===== src/rtl/crypt_ctrl_fsm_if.sv =====
// Handshake bundle between crypt_ctrl_fsm and the Rx/Tx FIFOs and cipher core.
// master = control unit, slave = FIFO/core side.
interface crypt_ctrl_fsm_if;
    logic emptyRx;
    logic fullRx;
    logic emptyTx;
    logic fullTx;
    logic data_done;
    logic accepted;
    logic read_fifo;
    logic rcv_deq;
    logic trans_enq;

    modport master (
        input  emptyRx, fullRx, emptyTx, fullTx, data_done, accepted,
        output read_fifo, rcv_deq, trans_enq
    );

    modport slave (
        output emptyRx, fullRx, emptyTx, fullTx, data_done, accepted,
        input  read_fifo, rcv_deq, trans_enq
    );
endinterface


===== src/rtl/crypt_ctrl_fsm.sv =====
// Main control FSM for the encrypt/decrypt datapath: key load, data retry, Tx enqueue, status word.
// Optional macro CRYPT_CTRL_KEY_GATE_EN: hold data reads in IDLE until a key has been loaded.
module crypt_ctrl_fsm #(
    parameter int KEY_WORDS        = 4,
    parameter int KEY_SETUP_CYCLES = 3,
    parameter int MAX_RETRY        = 3
) (
    input  logic                       clk,
    input  logic                       n_reset,
    input  logic                       key_in,
    input  logic                       is_encryption_pulse,
    input  logic                       is_decryption_pulse,
    crypt_ctrl_fsm_if.master           bus,
    output logic                       is_encrypt,
    output logic [$clog2(KEY_WORDS):0] key_word_idx,
    output logic [4:0]                 status_bits
);

    localparam int KIDX_W = $clog2(KEY_WORDS) + 1;
    localparam int SET_W  = $clog2(KEY_SETUP_CYCLES + 1);
    localparam int RTY_W  = $clog2(MAX_RETRY + 1);

    typedef enum logic [2:0] {
        IDLE     = 3'd0,
        KEY_RD   = 3'd1,
        KEY_WAIT = 3'd2,
        DATA_RD  = 3'd3,
        CHK      = 3'd4,
        ENQ      = 3'd5
    } state_t;

    state_t             state_q, state_d;
    logic [KIDX_W-1:0]  key_word_idx_q, key_word_idx_d;
    logic [SET_W-1:0]   setup_cnt_q, setup_cnt_d;
    logic [RTY_W-1:0]   retry_cnt_q, retry_cnt_d;
    logic               key_valid_q, key_valid_d;
    logic               err_q, err_d;
    logic [4:0]         status_q, status_d;

    logic               mode_s;
    logic               data_ok_s;
    logic [RTY_W-1:0]   retry_inc_s;
    logic               read_fifo_s;
    logic               rcv_deq_s;
    logic               trans_enq_s;

`ifdef CRYPT_CTRL_KEY_GATE_EN
    assign data_ok_s = ~bus.emptyRx & key_valid_q;
`else
    assign data_ok_s = ~bus.emptyRx;
`endif

    assign retry_inc_s = retry_cnt_q + RTY_W'(1);

    // Mode register lives in status bit 2; encrypt wins when both pulses coincide.
    always_comb begin
        mode_s = status_q[2];
        if (is_encryption_pulse) begin
            mode_s = 1'b1;
        end else if (is_decryption_pulse) begin
            mode_s = 1'b0;
        end else begin
            mode_s = status_q[2];
        end
        status_d = {err_q, key_valid_q, mode_s, ~bus.emptyTx, bus.fullRx};
    end

    // Next-state, counter and strobe logic.
    always_comb begin
        state_d        = state_q;
        key_word_idx_d = key_word_idx_q;
        setup_cnt_d    = setup_cnt_q;
        retry_cnt_d    = retry_cnt_q;
        key_valid_d    = key_valid_q;
        err_d          = err_q;
        read_fifo_s    = 1'b0;
        rcv_deq_s      = 1'b0;
        trans_enq_s    = 1'b0;

        case (state_q)
            IDLE: begin
                if (bus.data_done) begin
                    state_d = ENQ;
                end else if (key_in) begin
                    state_d        = KEY_RD;
                    key_valid_d    = 1'b0;
                    err_d          = 1'b0;
                    key_word_idx_d = '0;
                    retry_cnt_d    = '0;
                end else if (data_ok_s) begin
                    state_d = DATA_RD;
                end else begin
                    state_d = IDLE;
                end
            end

            KEY_RD: begin
                if (!bus.emptyRx) begin
                    rcv_deq_s      = 1'b1;
                    key_word_idx_d = key_word_idx_q + KIDX_W'(1);
                    if (key_word_idx_q == KIDX_W'(KEY_WORDS - 1)) begin
                        state_d     = KEY_WAIT;
                        setup_cnt_d = '0;
                    end else begin
                        state_d = KEY_RD;
                    end
                end else begin
                    state_d = KEY_RD;
                end
            end

            KEY_WAIT: begin
                if (setup_cnt_q == SET_W'(KEY_SETUP_CYCLES - 1)) begin
                    setup_cnt_d = '0;
                    key_valid_d = 1'b1;
                    state_d     = IDLE;
                end else begin
                    setup_cnt_d = setup_cnt_q + SET_W'(1);
                    state_d     = KEY_WAIT;
                end
            end

            DATA_RD: begin
                read_fifo_s = 1'b1;
                state_d     = CHK;
            end

            // A word rejected MAX_RETRY times is popped anyway so the FIFO cannot wedge.
            CHK: begin
                if (bus.accepted) begin
                    rcv_deq_s   = 1'b1;
                    retry_cnt_d = '0;
                    state_d     = IDLE;
                end else if (retry_inc_s == RTY_W'(MAX_RETRY)) begin
                    rcv_deq_s   = 1'b1;
                    err_d       = 1'b1;
                    retry_cnt_d = '0;
                    state_d     = IDLE;
                end else begin
                    retry_cnt_d = retry_inc_s;
                    state_d     = DATA_RD;
                end
            end

            ENQ: begin
                if (!bus.fullTx) begin
                    trans_enq_s = 1'b1;
                    state_d     = IDLE;
                end else begin
                    state_d = ENQ;
                end
            end

            default: begin
                state_d = IDLE;
            end
        endcase
    end

    // State and status registers.
    always_ff @(posedge clk or negedge n_reset) begin
        if (!n_reset) begin
            state_q        <= IDLE;
            key_word_idx_q <= '0;
            setup_cnt_q    <= '0;
            retry_cnt_q    <= '0;
            key_valid_q    <= 1'b0;
            err_q          <= 1'b0;
            status_q       <= 5'b00100;
        end else begin
            state_q        <= state_d;
            key_word_idx_q <= key_word_idx_d;
            setup_cnt_q    <= setup_cnt_d;
            retry_cnt_q    <= retry_cnt_d;
            key_valid_q    <= key_valid_d;
            err_q          <= err_d;
            status_q       <= status_d;
        end
    end

    assign bus.read_fifo = read_fifo_s;
    assign bus.rcv_deq   = rcv_deq_s;
    assign bus.trans_enq = trans_enq_s;
    assign key_word_idx  = key_word_idx_q;
    assign status_bits   = status_q;
    assign is_encrypt    = status_q[2];

endmodule


===== src/flat_wrapper.sv =====
// flat-port wrapper written by rule: the top's interface ports become plain ports
module crypt_ctrl_fsm_flat 
#(
    parameter int KEY_WORDS        = 4,
    parameter int KEY_SETUP_CYCLES = 3,
    parameter int MAX_RETRY        = 3
)
  (clk, n_reset, key_in, is_encryption_pulse, is_decryption_pulse, is_encrypt, key_word_idx, status_bits, bus_emptyRx, bus_fullRx, bus_emptyTx, bus_fullTx, bus_data_done, bus_accepted, bus_read_fifo, bus_rcv_deq, bus_trans_enq);
  crypt_ctrl_fsm_if bus_i ();
  input  logic clk;
  input  logic n_reset;
  input  logic key_in;
  input  logic is_encryption_pulse;
  input  logic is_decryption_pulse;
  output logic is_encrypt;
  output logic [$clog2(KEY_WORDS):0] key_word_idx;
  output logic [4:0] status_bits;
  input wire logic [$bits(bus_i.emptyRx)-1:0] bus_emptyRx;
  input wire logic [$bits(bus_i.fullRx)-1:0] bus_fullRx;
  input wire logic [$bits(bus_i.emptyTx)-1:0] bus_emptyTx;
  input wire logic [$bits(bus_i.fullTx)-1:0] bus_fullTx;
  input wire logic [$bits(bus_i.data_done)-1:0] bus_data_done;
  input wire logic [$bits(bus_i.accepted)-1:0] bus_accepted;
  output wire logic [$bits(bus_i.read_fifo)-1:0] bus_read_fifo;
  output wire logic [$bits(bus_i.rcv_deq)-1:0] bus_rcv_deq;
  output wire logic [$bits(bus_i.trans_enq)-1:0] bus_trans_enq;
  assign bus_i.emptyRx = bus_emptyRx;
  assign bus_i.fullRx = bus_fullRx;
  assign bus_i.emptyTx = bus_emptyTx;
  assign bus_i.fullTx = bus_fullTx;
  assign bus_i.data_done = bus_data_done;
  assign bus_i.accepted = bus_accepted;
  assign bus_read_fifo = bus_i.read_fifo;
  assign bus_rcv_deq = bus_i.rcv_deq;
  assign bus_trans_enq = bus_i.trans_enq;
  crypt_ctrl_fsm #(.KEY_WORDS(KEY_WORDS), .KEY_SETUP_CYCLES(KEY_SETUP_CYCLES), .MAX_RETRY(MAX_RETRY)) u_core (.clk(clk), .n_reset(n_reset), .key_in(key_in), .is_encryption_pulse(is_encryption_pulse), .is_decryption_pulse(is_decryption_pulse), .bus(bus_i), .is_encrypt(is_encrypt), .key_word_idx(key_word_idx), .status_bits(status_bits));
endmodule

===== config.mk =====
export PLATFORM = sky130hd
export DESIGN_NAME = crypt_ctrl_fsm_flat
export DESIGN_NICKNAME = d
export VERILOG_FILES = /design/src/rtl/crypt_ctrl_fsm_if.sv /design/src/rtl/crypt_ctrl_fsm.sv /design/src/flat_wrapper.sv
export SDC_FILE = /design/constraint.sdc
export NUM_CORES = 1
export LEC_CHECK = 0
export CORE_UTILIZATION = 53
export CTS_BUF_LIST = sky130_fd_sc_hd__clkbuf_8
export DETAILED_ROUTE_END_ITERATION = 8
export PLACE_DENSITY_LB_ADDON = 0.1
export SYNTH_ARGS = -nofsm -noshare
export SYNTH_HDL_FRONTEND = slang
export SYNTH_SLANG_ARGS = --single-unit
export TNS_END_PERCENT = 30

===== constraint.sdc =====
create_clock -name clk -period 2.8 [get_ports clk]
set_clock_uncertainty 0.1 [all_clocks]
set_input_delay 0.56 -clock clk [delete_from_list [all_inputs] [get_ports clk]]
set_output_delay 0.56 -clock clk [all_outputs]
set_load 0.005 [all_outputs]

==> flow_summary.toml, run 1 <==
[clock_tree]
htreeDepth = 1
cts.sinks = 17
clk_latency_ps = 250
hold_buffers = 0
cts_resized = 0
cts_tree = "yes"
numCtsBuffers = 3
cts_max_path_buffers = 2
post_cts_buffers = 0
path_clk_slew_ps = 70
root_buffer = "clkbuf_8"

[timing]
setup_violations = 0
fin_crit_ps = 2510
tns_ps = 0
final.period_utilization_pct = 89.5
hold_viol_final = 0
rsz0062_at_grt = "false"
slew_headroom_pct = 51.0
worstMarginPinSlew_ps = 733
fmax_ghz = 0.399
fin_ws_ps = 295
final_max_slew_viol_count = 0

[synth]
synth_seq_area_share_pct = 48.4
synth_fp_nets = 101
synth_ff_type = "dfrtp_1"
syn_area_per_cell_sq_um = 10.0
async_flop_share_pct = 100
synth_edf_count = 0
yosys_warnings = 0
ys_types = 30
ys_seq_elements = 17
syn_area_sq_um = 881
syn_inst = 88

[die]
core_area_sq_um = 1520
die_h_um = 42.8
initial_utilization_pct = 57.8
num_rows = 14
die_w_um = 42.8
ioPinCount = 23
dieArea_sq_um = 1830

[finish]
layout.nets = 125
final_area_sq_um = 1150
fill_cells = 106
drive_above_1_share_pct = 12.6
syn2layout_area_growth_pct = 30.5
layout_commonest_cell = "clkdlybuf4s50_1"
finalNonFillerCells = 127
num_antenna_cells = 0
layout_common_cells = "clkdlybuf4s50_1, dfrtp_1, nand2_1"
fin_util_pct = 75.5

[setup_path]
cp.required_ps = 2140
ff2ff_path_depth = 5
cp_slowest_cell = "dfrtp_1"
rrSetupSlack_ps = 1250
r2r_end = "u_core.setup_cnt_q[1]"
max_stage_delay_ps = 540
crit_chain = "and2b_1, nand2b_1, a21oi_1, clkdlybuf4s50_1"
crit_type = "register to output pin"
end_kind = "output pin"
critPathMaxFanout = 13
start_kind = "register"
cp.arrival_ps = 1850
reg2reg_from = "u_core.key_word_idx[0]"

[min_path]
hp-start = "u_core.err_q"
min_path_cells = 0
min_path_type = "register to register"
min_to = "u_core.status_bits[4]"

[routing]
drt_iter0_markers = 21
antenna_left = 0
routedWlPerCell_um = 14.3
route.detailed.drc = 0
via_per_inst = 5.66
drt_wl_total_um = 1820
drtPass1Iterations = 4
num_vias = 719

[power]
ir_drop_v = 0.000457
power.leakage_uw = 0.000508
power_density_nw_per_um2 = 880

[grt]
grt_first_pass_wirelength_um = 3030
antenna_found_initial = 0
grt_pass1_vias = 677
overflow = 0
track_usage_pct = 22.5
grt_max_degree = 18

[place]
place_area_sq_um = 1100
gp_congestion = 0.732
dp_hpwl_um = 1280
place_ws_ps = 317
dp.cells = 123
portBuffers = 22

[flow_run]
drv_cap = 0

[outcome]
status = "completed"
-- worst max-delay path by stage --
stage	start	to	slack, ps	cells past startpoint
final	u_core.state_q[2]	bus_rcv_deq	290	4
after global routing	u_core.state_q[2]	bus_rcv_deq	220	4
after CTS	u_core.state_q[2]	bus_rcv_deq	300	4
after detailed placement	bus_emptyRx	bus_rcv_deq	320	4
after global placement	bus_emptyRx	bus_rcv_deq	340	4
after floorplan	bus_emptyRx	bus_rcv_deq	1150	3
-- per-layer routing --
layer	share of wire (%)	global-route usage, %
met1	43	27.8
met2	51	37.3
met3	3.4	4.26
met4	1.7	11.3
met5	0	0
-- power breakdown --
group	internal (uW)	total [uW]	switching [uW]
Sequential	307	406	99.1
Clock	100	183	83.1
Combinational	239	423	184
Total	646	1010	366
-- registers in the layout, indices dropped and copies added, names as in the netlist --
register	flops
u_core.status_bits	5
u_core.key_valid_q	1
u_core.state_q	3
u_core.setup_cnt_q	2
u_core.retry_cnt_q	2
u_core.key_word_idx	3
u_core.err_q	1
-- final cells by class --
class | count | area (sq um) | area share [%]
inverter | 4 | 15.0 | 1.31
tap | 16 | 20.0 | 1.74
sequential | 17 | 427 | 37.1
timing repair buffer | 24 | 235 | 20.5
clock buffer | 3 | 41.3 | 3.59
multi-input combinational | 62 | 404 | 35.1
clock inverter | 1 | 7.51 | 0.653
-- Yosys cell counts, types with 2 or more instances --
cell	count	area, sq um
nor2_2	3	18.8
o21bai_1	2	15.0
a31oi_1	2	12.5
o21ai_0	2	10.0
nor4_1	2	12.5
nor2b_1	3	18.8
inv_1	4	15.0
nor3_1	2	10.0
nand2_1	8	30.0
nand2b_1	2	12.5
a22o_1	7	61.3
a21o_1	2	15.0
ha_1	2	25.0
buf_4	4	30.0
dfrtp_1	16	400
o21ai_1	4	20.0
nor2_1	4	15.0
mux2_2	2	22.5
a21oi_1	6	30.0
-- through the flow --
stage	hold slack [ps]	power, uW
CTS	303	1020
global placement	280	814
global route	320	1090
floorplan	164	680
detailed placement	286	825
finish	306	1010
-- critical path, delay by kind of cell (launching register included) --
kind                   cells  cell delay, ps
AND/OR/NAND/NOR            2             370
buffers and inverters      1             530
AO/OA/AOI/OAI              1             150
flip-flops                 1             540
-- cells by family after synthesis --
| group | count (synthesis) | synth area share, % |
|---|---|---|
| flip-flops | 17 | 48.4 |
| multiplexers | 2 | 2.56 |
| adder cells (fa/ha/maj) | 2 | 2.84 |
| buffers and inverters | 9 | 5.68 |
| AO/OA/AOI/OAI | 28 | 21.6 |
| AND/OR/NAND/NOR | 30 | 18.9 |
Note: power is estimated with default switching activity, not from simulation.
==> run 2: changes to the inputs <==
- SLEW_MARGIN: not set -> 20
==> results of run 2 <==
Same layout as run 1: the final DEF is identical, and so are final timing and power.
